## src/rtl/mult_div_unit.sv

```systemverilog
// Sequential signed multiply/divide unit: WIDTH-cycle radix-2 Booth
// multiply and restoring divide, results in HI/LO, one-cycle Done.
// Optional macro MDU_FAST_MULT_EN: single-cycle combinational multiply.
// Ports: clk, reset (async active-low), MultStart/DivStart strobes,
//   A/B operands, Busy/Done/DivZero status, Hi/Lo result registers.
module mult_div_unit #(
    parameter int WIDTH = 32
) (
    input  logic             clk,
    input  logic             reset,
    input  logic             MultStart,
    input  logic             DivStart,
    input  logic [WIDTH-1:0] A,
    input  logic [WIDTH-1:0] B,
    output logic             Busy,
    output logic             Done,
    output logic             DivZero,
    output logic [WIDTH-1:0] Hi,
    output logic [WIDTH-1:0] Lo
);

    typedef enum logic [1:0] {
        S_IDLE,
        S_MULT,
        S_DIV,
        S_DONE
    } state_t;

    localparam logic [5:0] LAST = 6'(WIDTH - 1);

    state_t state, state_nx;

    logic [5:0]       cnt;
    logic [WIDTH:0]   acc_hi;
    logic [WIDTH-1:0] acc_lo;
    logic             q_m1;
    logic [WIDTH-1:0] opb;
    logic             sign_a;
    logic             sign_b;
    logic             dz;

    logic             b_zero;
    logic             last;
    logic [WIDTH:0]   mcand_x;
    logic [WIDTH:0]   booth_sum;
    logic [WIDTH:0]   m_hi_n;
    logic [WIDTH-1:0] m_lo_n;
    logic [WIDTH:0]   r_sh;
    logic [WIDTH:0]   diff;
    logic [WIDTH:0]   d_hi_n;
    logic [WIDTH-1:0] d_lo_n;
    logic [WIDTH-1:0] quo;
    logic [WIDTH-1:0] rem;

`ifdef MDU_FAST_MULT_EN
    logic [2*WIDTH-1:0] fast_prod;
    assign fast_prod = $signed({{WIDTH{A[WIDTH-1]}}, A})
                     * $signed({{WIDTH{B[WIDTH-1]}}, B});
`endif

    assign b_zero  = (B == '0);
    assign last    = (cnt == LAST);
    assign Busy    = (state == S_MULT) || (state == S_DIV);
    assign Done    = (state == S_DONE);
    assign DivZero = dz;

    // Booth step: hi carries one guard bit so that subtracting the most
    // negative multiplicand cannot overflow before the arithmetic shift.
    always_comb begin
        mcand_x = {opb[WIDTH-1], opb};
        case ({acc_lo[0], q_m1})
            2'b01:   booth_sum = acc_hi + mcand_x;
            2'b10:   booth_sum = acc_hi - mcand_x;
            default: booth_sum = acc_hi;
        endcase
        m_hi_n = {booth_sum[WIDTH], booth_sum[WIDTH:1]};
        m_lo_n = {booth_sum[0], acc_lo[WIDTH-1:1]};
    end

    // Restoring step on magnitudes: acc_hi is the partial remainder,
    // acc_lo shifts the dividend out and the quotient bits in.
    always_comb begin
        r_sh = {acc_hi[WIDTH-1:0], acc_lo[WIDTH-1]};
        diff = r_sh - {1'b0, opb};
        if (!diff[WIDTH]) begin
            d_hi_n = diff;
            d_lo_n = {acc_lo[WIDTH-2:0], 1'b1};
        end else begin
            d_hi_n = r_sh;
            d_lo_n = {acc_lo[WIDTH-2:0], 1'b0};
        end
        quo = (sign_a ^ sign_b) ? -d_lo_n : d_lo_n;
        rem = sign_a ? -d_hi_n[WIDTH-1:0] : d_hi_n[WIDTH-1:0];
    end

    always_ff @(posedge clk or negedge reset) begin
        if (!reset) begin
            state <= S_IDLE;
        end else begin
            state <= state_nx;
        end
    end

    // MultStart has priority over DivStart when both are asserted.
    always_comb begin
        state_nx = state;
        unique case (state)
            S_IDLE: begin
                if (MultStart) begin
`ifdef MDU_FAST_MULT_EN
                    state_nx = S_DONE;
`else
                    state_nx = S_MULT;
`endif
                end else if (DivStart) begin
                    state_nx = b_zero ? S_DONE : S_DIV;
                end
            end
            S_MULT, S_DIV: begin
                if (last) state_nx = S_DONE;
            end
            S_DONE: state_nx = S_IDLE;
            default: state_nx = S_IDLE;
        endcase
    end

    always_ff @(posedge clk or negedge reset) begin
        if (!reset) begin
            cnt    <= '0;
            acc_hi <= '0;
            acc_lo <= '0;
            q_m1   <= 1'b0;
            opb    <= '0;
            sign_a <= 1'b0;
            sign_b <= 1'b0;
            dz     <= 1'b0;
            Hi     <= '0;
            Lo     <= '0;
        end else begin
            unique case (state)
                S_IDLE: begin
                    cnt <= '0;
                    dz  <= 1'b0;
                    if (MultStart) begin
`ifdef MDU_FAST_MULT_EN
                        Hi <= fast_prod[2*WIDTH-1:WIDTH];
                        Lo <= fast_prod[WIDTH-1:0];
`else
                        acc_hi <= '0;
                        acc_lo <= B;
                        q_m1   <= 1'b0;
                        opb    <= A;
`endif
                    end else if (DivStart) begin
                        if (b_zero) begin
                            dz <= 1'b1;
                        end else begin
                            acc_hi <= '0;
                            acc_lo <= A[WIDTH-1] ? -A : A;
                            opb    <= B[WIDTH-1] ? -B : B;
                            sign_a <= A[WIDTH-1];
                            sign_b <= B[WIDTH-1];
                        end
                    end
                end
                S_MULT: begin
                    cnt    <= cnt + 6'd1;
                    acc_hi <= m_hi_n;
                    acc_lo <= m_lo_n;
                    q_m1   <= acc_lo[0];
                    if (last) begin
                        Hi <= m_hi_n[WIDTH-1:0];
                        Lo <= m_lo_n;
                    end
                end
                S_DIV: begin
                    cnt    <= cnt + 6'd1;
                    acc_hi <= d_hi_n;
                    acc_lo <= d_lo_n;
                    if (last) begin
                        Hi <= rem;
                        Lo <= quo;
                    end
                end
                S_DONE: begin
                    dz <= 1'b0;
                end
                default: begin
                    dz <= 1'b0;
                end
            endcase
        end
    end

endmodule

```

## config.mk

```make
export PLATFORM = sky130hd
export DESIGN_NAME = mult_div_unit
export DESIGN_NICKNAME = d
export VERILOG_FILES = /design/src/rtl/mult_div_unit.sv
export SDC_FILE = /design/constraint.sdc
export NUM_CORES = 1
export LEC_CHECK = 0
export CORE_MARGIN = 3
export CORE_UTILIZATION = 41
export CTS_CLUSTER_SIZE = 8
export DETAILED_ROUTE_END_ITERATION = 8
export GPL_TIMING_DRIVEN = 0
export PLACE_DENSITY = 0.69
export SYNTH_ARGS = -nofsm -noshare
export SYNTH_HDL_FRONTEND = slang
export SYNTH_SLANG_ARGS = --single-unit
```

## constraint.sdc

```tcl
create_clock -name clk -period 8.2 [get_ports clk]
set_input_delay 0.82 -clock clk [delete_from_list [all_inputs] [get_ports clk]]
set_output_delay 0.82 -clock clk [all_outputs]
set_load 0.01 [all_outputs]
```

Word level (Yosys, flattened, before mapping) --
Index checks and enable logic that the tools add are counted.
Storage, ports and cells: flip-flop bits (word level) 173, input bits 68, output and inout bits 67, logic and storage cells 87
Cells by class: add/sub/neg operators 8, equal/unequal tests 13, multiplexer cells 36, bitwise gates (word level) 3, reduce and logical (&&, ||, !) cells 16
Operators by type and width (count):
- two-way mux 32 bit | 14
- two-way mux 33 bit | 4
- negator 32 bit | 4
- case mux 32 bit (2 select lines) | 2
- case mux 33 bit (3 select lines) | 1
- case mux 32 bit (3 select lines) | 1
- case mux 33 bit (2 select lines) | 1
- adder 33 bit | 1
- subtractor 33 x 32 -> 33 bit | 1
- subtractor 33 bit | 1
- zero test 32 bit | 1
- case mux 6 bit (2 select lines) | 1
- nonzero test 2 bit | 5
- AND reduction 3 bit | 3
- != test 2 bit, second input constant | 4
- adder 6 x 1 -> 6 bit, second input constant | 1
- equality test 2 bit, second input constant | 3
- equality test 6 x 5 -> 1 bit, second input constant | 1
- two-way mux 1 bit | 6
- two-way mux 2 bit | 3
- != test 3 bit, second input constant | 2
- case mux 2 bit (3 select lines) | 1
- equality test 2 x 1 -> 1 bit, second input constant | 2
- case mux 1 bit (2 select lines) | 2
- 9 further kinds | 11

Longest topological paths before layout --
Gate-level depths: netlist (run 1).
depth in word-level cells 6, gate-level depth with buffers 29, gate-level depth less buffers 25

Worst setup path before layout (run 1) --
No wires, ideal clock.
path kind register to register, start point reg opb[11], end point reg Lo[28], arrival 6.046 ns, path slack 2.071 ns, cell stages (with the launch flop) 30, path through dfrtp_1 inv_1 ha_1 clkbuf_1 a21oi_1 o211ai_1 a221oi_1 a21oi_1 a21oi_1 o21ai_0 a21oi_1 nor2b_1 o21ai_0 nand2b_1 ha_1 buf_2 inv_2 buf_2 buf_1 buf_1 clkbuf_1 ha_1 nand4_1 nand2b_1 or3_1 nor3_1 nand2_1 o21ai_0 mux2_2 o21ai_0
Between the ends: cells in the longest elaborated chain, start to end 6
Ends and longest elaborated chain:
- start: declaration | line 37 | logic [WIDTH-1:0] opb;
- start signal: assignment | line 160 | opb <= B[WIDTH-1] ? -B : B;
- subtractor 33 x 32 -> 33 bit | line 84 | diff = r_sh - {1'b0, opb};
- two-way mux 1 bit | line 85 | if (!diff[WIDTH]) begin
- negator 32 bit | line 92 | quo = (sign_a ^ sign_b) ? -d_lo_n : d_lo_n;
- two-way mux 32 bit | line 92
- two-way mux 32 bit | line 180 | if (last) begin
- case mux 32 bit (2 select lines) | line 140 | unique case (state)
- end signal: assignment | line 173 | Lo <= m_lo_n;
- end signal: assignment | line 182 | Lo <= quo;
- end: declaration | line 19 | output logic [WIDTH-1:0] Lo
Every way passes these cells. The select of a mux whose other input is x is not followed. A chain may end at the register's enable or synchronous reset.

Worst setup path in the final report (run 1) --
start point reg opb[0], end point reg Lo[28]
The elaborated chain is that of the path after synthesis.

==> results of run 1 <==
sequential cells by signal (all words and copies together) (netlist names):
| signal | cells |
|---|---|
| DivZero | 1 |
| Hi | 32 |
| Lo | 32 |
| acc_hi | 33 |
| acc_lo | 32 |
| cnt | 6 |
| opb | 32 |
| q_m1 | 1 |
| sign_a | 1 |
| sign_b | 1 |
| state | 2 |
timing repair:
action                     4_1_cts  5_1_grt
setup buffers                    1        0
setup endpoints to repair        6       18
cloned                           0        0
hold endpoints to repair         0        0
pin swaps                        1        1
gates resized for setup          3        9
metrics by stage:
step / cells / setup TNS, ns
finish: 2898 / 0
global route: 2898 / 0
CTS: 2898 / 0
detailed placement: 2865 / -1.338
global placement: 2864 / -171.32
floorplan: 2214 / 0
cells by family after synthesis:
logic type | after synthesis
fa+ha+maj | 79
compound gates | 780
flops | 173
simple gates | 753
buf+inv | 210
xor+xnor | 168
mux | 51
how the worst max path moves through the flow:
stage	start	endpoint	slack, ns	depth (start not counted)
6_report	opb[0]	Lo[28]	0.41	28
5_1_grt	opb[0]	Lo[28]	0.03	28
4_1_cts	opb[0]	Lo[28]	0.22	28
3_5_place_dp	opb[11]	Lo[28]	-0.48	29
3_3_place_gp	reset	Hi[25]	-1.01	1
2_1_floorplan	opb[11]	Lo[28]	2.07	29
per-layer routing:
| metal | part of all wire (%) | routed length (um) |
|---|---|---|
| met1 | 41 | 28990 |
| met2 | 44 | 31140 |
| met4 | 5.7 | 3987 |
| met3 | 8.7 | 6074 |
| met5 | 0 | 0 |
layout by cell type, fill, tap and decap left out, types with 9 or more instances in the layout:
master,Yosys,layout
sky130_fd_sc_hd__nor2_1,164,164
sky130_fd_sc_hd__a31oi_1,23,23
sky130_fd_sc_hd__a21oi_1,167,166
sky130_fd_sc_hd__clkbuf_1,121,120
sky130_fd_sc_hd__xnor2_1,82,82
sky130_fd_sc_hd__a21o_1,28,28
sky130_fd_sc_hd__xor2_1,86,86
sky130_fd_sc_hd__nand4_1,14,14
sky130_fd_sc_hd__o21a_1,18,18
sky130_fd_sc_hd__or3_1,22,22
sky130_fd_sc_hd__buf_1,22,19
sky130_fd_sc_hd__ha_1,77,77
sky130_fd_sc_hd__o21ai_0,294,294
sky130_fd_sc_hd__clkdlybuf4s50_1,0,131
sky130_fd_sc_hd__nor2b_1,14,14
sky130_fd_sc_hd__dfrtp_1,173,173
sky130_fd_sc_hd__nor3_1,39,38
sky130_fd_sc_hd__nand2b_1,19,19
sky130_fd_sc_hd__nand2_1,341,341
sky130_fd_sc_hd__clkbuf_16,0,17
sky130_fd_sc_hd__mux2_2,23,23
sky130_fd_sc_hd__and2_1,9,9
sky130_fd_sc_hd__o211ai_1,12,12
sky130_fd_sc_hd__o22ai_1,20,20
sky130_fd_sc_hd__inv_1,59,59
sky130_fd_sc_hd__nor4_1,15,15
sky130_fd_sc_hd__a22oi_1,50,50
sky130_fd_sc_hd__and3_1,14,14
sky130_fd_sc_hd__or4_1,11,11
sky130_fd_sc_hd__mux2i_1,28,28
sky130_fd_sc_hd__a211oi_1,21,21
sky130_fd_sc_hd__nand3_1,48,48
sky130_fd_sc_hd__o31ai_1,33,33
sky130_fd_sc_hd__o41ai_1,13,13
sky130_fd_sc_hd__a22o_1,14,14
final cells by class:
class                           instances  area [um2]  area share [%]
Buffer                                150       584.3           3.067
Multi-Input combinational cell       1831       11300           59.33
Sequential cell                       173        4329           22.72
Clock inverter                         14       171.4          0.8997
Clock buffer                           18       429.2           2.253
Tap cell                              518       648.1           3.402
Timing Repair Buffer                  134        1361           7.145
Inverter                               60       225.2           1.182
==> out/results.txt, run 1 <==
The post-detailed-route wirelength per cell came out at 24.22 um. Setup violations remaining at the end of the flow were counted as 0. The final route contains 18250 vias. In this run, synthesis produced a sequential element count of 173. The CTS clock-pin slew for the worst setup and hold paths came out at 0.08 ns. The die width works out to 206.1 um. The area share of the leading cell type in the synthesized netlist came out at 26.38%.

The effective utilization at floorplan is 41.97%. The synthesized design contains 0 enable-type register cells. Post-synthesis cell type with the largest combined area: sky130_fd_sc_hd__dfrtp_1.

The maximum fanout count along the critical path works out to 10. Among all cell types in the netlist, the one instantiated most often is sky130_fd_sc_hd__nand2_1. The portion of the clock cycle consumed by the worst path in the final layout was 94.95%. By area, the combinational part of the netlist is dominated by compound AO/OA/AOI/OAI gates. At the worst endpoint, the arrival time is 8.15 ns. The post-synthesis average cell area was 7.412 um2; the ratio of routed vias to standard cells was 6.297. Setup repair after global routing left no endpoint under its margin. The die area is 42460 um2. The startpoint identified for the worst register-to-register timing path is opb[0]. For the pin with the worst max-slew slack, the measured transition is 1.043 ns. Once detailed placement completed, the half-perimeter wirelength came to 55550 um. The flow ran to the end, and the final reports show no timing, DRC or antenna violations.

met2 is the most crowded layer. The growth of design area from synthesis to finish is 16.10%. The shortest clock period the worst path allows after layout came out at 7.786 ns.

The commonest cells after synthesis are sky130_fd_sc_hd__nand2_1, sky130_fd_sc_hd__o21ai_0, sky130_fd_sc_hd__dfrtp_1. Summed over all layers, the routed wires come to 70190 um. The worst setup path is launched from a flip-flop. The tools report the routing usage on met3 as 5.985%. Buffers inserted during clock tree synthesis total 17. Together, buffers and inverters on the worst path number 6. Class of the most critical hold timing path: input pin to asynchronous set/reset pin. For the final database, setup skew stands at 0.01420 ns. The layout has 3934 filler cells.

Across all register-to-register paths, the minimum setup slack is 0.41 ns. Derived from the worst setup path, the maximum achievable clock frequency is 0.1284 GHz. The worst register-to-register path ends at Lo[28]. Across the run, the number of max-cap violations was 0. The run gives 0.45 ns as the clock insertion delay at the later pin of the skew report. Cell area after layout: 19050 um2. The final layout net count came out at 2514.

The last weighted congestion value of the routability-driven placer is 0.9995. The first-pass GRT wire length was 105200 um. Counting every sink on the clock net gives 173. In this run the cell area measured after placement is 18410 um2.

The clock tree synthesis step divided the H-tree into 4 levels. The post-detailed-route count of antenna-violating nets is 0. The run gives 50.88% as the global routing usage on met2. TritonCTS built the clock tree. Data on the critical path is required at its endpoint by 8.57 ns. The leading register cell type out of synthesis is sky130_fd_sc_hd__dfrtp_1. The core box area is 39100 um2. The tools report the gate count of the mapped netlist as 2214. Final hold analysis gives a worst-case slack of 0.2904 ns.

The number of antenna violations at the first check in global routing is 0, and the first-pass iteration count of the detailed router is 7. The tools report the total I/O pin count as 135. The floorplan die height works out to 206.1 um. For this run the aggregate overflow at the end of global routing stands at 0.

The number of antenna diodes in the final layout is 0. In the synthesized netlist, mux cells make up 3.286% of the area. The final core utilization was 48.73%. The buffer cell driving the clock tree root was sky130_fd_sc_hd__clkbuf_16.

The logs give 0 for the number of pins exceeding their max-slew limit in the final report and 0 for the residual DRC count. After floorplanning, the core was divided into 72 placement rows. For this run, asynchronously set or reset flops after synthesis account for 100.0%.

Global routing consumed, on the met1 layer, 42.98% of the routing resources. Total track usage: 32.53%. The run gives 0 as the number of hold violations in the final report.

The biggest cell delay along the critical path is 0.59 ns. The number of global-route vias before repair is 17250, and the maximum clock insertion buffer count is 2. Ratio of cells with drive above 1 in the final layout: 3.992%. The number of hold buffers added after CTS was 0. The worst slack after detailed placement came out at -0.4800 ns. The mapped netlist covers 16410 um2. The simple-gate share of the synthesized area was 21.07%.

The synthesized netlist devotes 29.29% of its cell area to compound gates. The worst pin sits at a relative slew slack of 29.61%. The first routing iteration left 1787 violations. For this design, the slowest cell found on the critical path is sky130_fd_sc_hd__dfrtp_1. After synthesis, flip-flops and latches occupy 26.38% of the total area. Total nets after synthesis: 2361.

The worst setup path is of the flip-flop to flip-flop kind. The number of cells on the worst reg-to-reg path is 28. Entering global routing, the biggest net connects 111 pins.

The synthesized netlist devotes 6.115% of its cell area to adder and majority cells. Yosys printed 0 warnings. STA classifies the critical path endpoint as a flip-flop.

The cell family contributing the most delay on the critical path is compound AO/OA/AOI/OAI gates. After synthesis, the cell types taking the most area are sky130_fd_sc_hd__dfrtp_1, sky130_fd_sc_hd__o21ai_0, sky130_fd_sc_hd__nand2_1. The count of buffers inserted at the top-level ports works out to 132.

Setup slack closes at 0.4137 ns. The number of distinct library cell variants in the gate-level netlist after synthesis is 87, and the post-synthesis xor/xnor area fraction is 8.967%.
Power of run 1 is left out: the tool's default activity adds up to more than one toggle a clock period on the data nets, which glitch-free logic cannot reach.
==> run 2: changes to the inputs <==
--- a/config.mk
+++ b/config.mk
@@ -5,6 +5,7 @@
 export SDC_FILE = /design/constraint.sdc
 export NUM_CORES = 1
 export LEC_CHECK = 0
+export ABC_AREA = 0
 export CORE_MARGIN = 3
 export CORE_UTILIZATION = 41
 export CTS_CLUSTER_SIZE = 8
==> results of run 2 <==
No change in the layout: final DEF, timing and power equal those of run 1.
Power of run 2 is left out for the same reason.
==> run 3: changes to the inputs <==
--- a/config.mk
+++ b/config.mk
@@ -6,7 +6,7 @@
 export NUM_CORES = 1
 export LEC_CHECK = 0
 export ABC_AREA = 0
-export CORE_MARGIN = 3
+export CORE_MARGIN = 2
 export CORE_UTILIZATION = 41
 export CTS_CLUSTER_SIZE = 8
 export DETAILED_ROUTE_END_ITERATION = 8
==> run 3 against run 2 <==
Against the previous run:
- wire length is 6.3% lower
- register-to-register slack improved by 0.08 ns
- global-route usage decreased by 1.3 points
- largest cell class unchanged
==> out/results.txt, run 3 (same netlist as run 1, synthesis figures left out) <==
Including well taps, the total number of placed cells is 2872. The total track usage came out at 31.25%. Cells with a size suffix above 1 make up 3.535% of the layout. After clock tree synthesis, the flow added hold-fix buffers numbering 0. The TritonCTS buffer count was 17. Type of the setup path with the least slack: flip-flop to flip-flop. Once detail routing completed, the nets flagged for antenna violations numbered 0. Setup slack on the critical path of the routed design comes to 0.4927 ns.

The fraction of met1 tracks used by global routing came out at 41.46%. The die covers 41640 um2. The number of global-route vias before repair was 17060. The number of antenna violations at the first check in global routing was 0. After floorplanning, the core was divided into 73 placement rows. The wire-length estimate of the detail-placed layout is 52670 um. The register with the most flip-flops in the layout has 33 of them. Commonest non-fill, non-tap cell in the layout: sky130_fd_sc_hd__nand2_1.

The shortest clock period the worst path allows after layout is 7.707 ns, and the required time reported for the critical path endpoint is 8.58 ns. The logs give 2903 for the non-filler instance count after layout and 41.40% for the effective utilization at floorplan. The tools report the achievable frequency as 0.1297 GHz. The number of hold violations in the final report came out at 0. The sum of overflow across all layers after global routing is 0, and the clock sink count is 173. More flip-flops sit in one register than any other, and that register is acc_hi. The multi-input combinational cells in the finished layout cover a total of 11280 um2. Class of the most critical hold timing path: input pin to asynchronous set/reset pin. The CTS clock-pin slew for the worst setup and hold paths came out at 0.07 ns. The worst slew slack as a fraction of its limit is 9.062%. The count of buffers inserted at the top-level ports was 132; the sequential cell area was 4329 um2. The maximum fanout count along the critical path was 19. The first TritonRoute pass finished after 5 iterations. Using the TritonRoute via totals, the vias-per-cell ratio works out to 6.248. Number of pins exceeding their max-slew limit in the final report: 0. Fill cells in the final layout number 4027.

Setup repair after global routing left no endpoint under its margin. Entering global routing, the biggest net connects 103 pins. Summed over all layers, the routed wires come to 65740 um. For the last weighted congestion value of the routability-driven placer, the log shows 1.050.

Clock skew on the completed layout was measured at 0.01290 ns. For this design the top-level I/O count stands at 135. The run gives 8.09 ns as the data arrival time of the critical path.

TritonCTS built the clock tree. Setup violations remaining at the end of the flow were counted as 0. In the global route stage, met3 resource usage came out at 4.512%. Hold timing on the final database bottoms out at a slack of 0.3131 ns.

Leaving out fill and tap cells, the most frequent cells in the layout are sky130_fd_sc_hd__nand2_1, sky130_fd_sc_hd__o21ai_0, sky130_fd_sc_hd__dfrtp_1. The worst slack after detailed placement came out at -0.2248 ns. The run gives 0 as the count of maximum capacitance violations. In the routed design, unresolved DRC markers number 0. The detailed router placed 18140 vias in this run. The worst setup path is launched from a flip-flop.

Relative to the synthesized area, the layout overhead comes to 15.51%. The H-tree depth was 4. The post-detailed-route wirelength per cell is 22.65 um. The number of DRC violations after detailed-routing iteration 0 came out at 1984. Measured along the y axis, the die boundary spans 204.1 um. The final layout net count is 2512, and the measured slew at the worst slew-check pin is 1.347 ns. The element type at the critical path end is a flip-flop.

The core box area came out at 39640 um2. The flow ran to the end, and the final reports show no timing, DRC or antenna violations. met2 is the most crowded layer. The die is 204.1 um wide.

The first global-routing pass estimated 100100 um of wire. Of the available clock period, the critical path in the final layout requires 93.99%. For met2 alone, demand over resource in global routing was 48.89%. Maximum clock insertion buffer count: 2. Clock latency on the worst-skew pair, taken at its later pin, is 0.46 ns. The tree is rooted in a sky130_fd_sc_hd__clkbuf_16.
==> run 3: cell count changes in the layout (fill, tap and decap cells not counted), moves of 2 or more <==
cell	delta
sky130_fd_sc_hd__clkbuf_1	+3
sky130_fd_sc_hd__clkbuf_2	-3
sky130_fd_sc_hd__diode_2	+2
sky130_fd_sc_hd__buf_1	+2
sky130_fd_sc_hd__inv_8	-2
sky130_fd_sc_hd__buf_2	-2
sky130_fd_sc_hd__bufinv_16	-2
==> run 3: area by class of cell <==
cell class                 instances  share of cell area, %
inverter                          60                  1.188
clock inverter                    10                 0.4555
timing repair buffer             133                  7.142
buffer                           149                  3.050
multi-input combinational       1831                  59.53
sequential                       173                  22.84
clock buffer                      20                  2.304
tap                              525                  3.466
antenna                            2                0.02640
==> run 3: layer usage <==
metal  wire length, um  part of all wire (%)
met5                 0                     0
met4              3956                   6.0
met3              6224                   9.5
met2             28860                    44
met1             26700                    41
==> run 3: path summary, 6_finish.rpt <==
check                      cells after the start         end    from  slack [ns]
min in group clk                               2      Lo[17]  Lo[17]        0.48
max in group asynchronous                      2      Hi[18]   reset        6.94
setup / recovery                              27      Lo[28]  opb[0]        0.49
hold / removal                                 1  acc_lo[22]   reset        0.31
setup reg to reg                              27      Lo[28]  opb[0]        0.49
hold reg to reg                                2      Lo[17]  Lo[17]        0.48
==> run 3: timing repair <==
| item | CTS | global route |
|---|---|---|
| gates resized for setup | 1 | 2 |
| buffers inserted | 0 | 0 |
| endpoints found under the setup margin | 2 | 2 |
==> run 3: per-stage QoR <==
stage / setup TNS, ns / util, % / instance area, um2
after detailed placement: -0.4208 / 46.47 / 18420
after global placement: -153.50 / 46.39 / 18390
after CTS: 0 / 47.78 / 18940
final: 0 / 47.82 / 18950
after floorplan: 0 / - / 16410
after global routing: 0 / 47.80 / 18950
==> run 3: worst max-delay path: stages (launching register included) <==
cell and delay [ns]:
sky130_fd_sc_hd__dfrtp_1 0.58, sky130_fd_sc_hd__ha_1 0.29, sky130_fd_sc_hd__fa_1 0.21, sky130_fd_sc_hd__and2b_1 0.26, sky130_fd_sc_hd__o221a_2 0.28, sky130_fd_sc_hd__o211ai_1 0.51, sky130_fd_sc_hd__a21oi_1 0.24, sky130_fd_sc_hd__a21oi_1 0.30
sky130_fd_sc_hd__o21ai_0 0.20, sky130_fd_sc_hd__a21oi_1 0.20, sky130_fd_sc_hd__nor2b_1 0.07, sky130_fd_sc_hd__o21ai_0 0.15, sky130_fd_sc_hd__nand2b_1 0.08, sky130_fd_sc_hd__ha_1 0.30, sky130_fd_sc_hd__buf_2 0.22, sky130_fd_sc_hd__inv_2 0.08
sky130_fd_sc_hd__buf_2 0.24, sky130_fd_sc_hd__buf_1 0.47, sky130_fd_sc_hd__clkbuf_4 0.47, sky130_fd_sc_hd__ha_1 0.29, sky130_fd_sc_hd__nand4_1 0.19, sky130_fd_sc_hd__nand2b_1 0.25, sky130_fd_sc_hd__or3_1 0.44, sky130_fd_sc_hd__nor3_1 0.41
sky130_fd_sc_hd__nand2_1 0.15, sky130_fd_sc_hd__o21ai_0 0.21, sky130_fd_sc_hd__mux2_2 0.37, sky130_fd_sc_hd__o21ai_0 0.15
Power of run 3 is left out for the same reason.
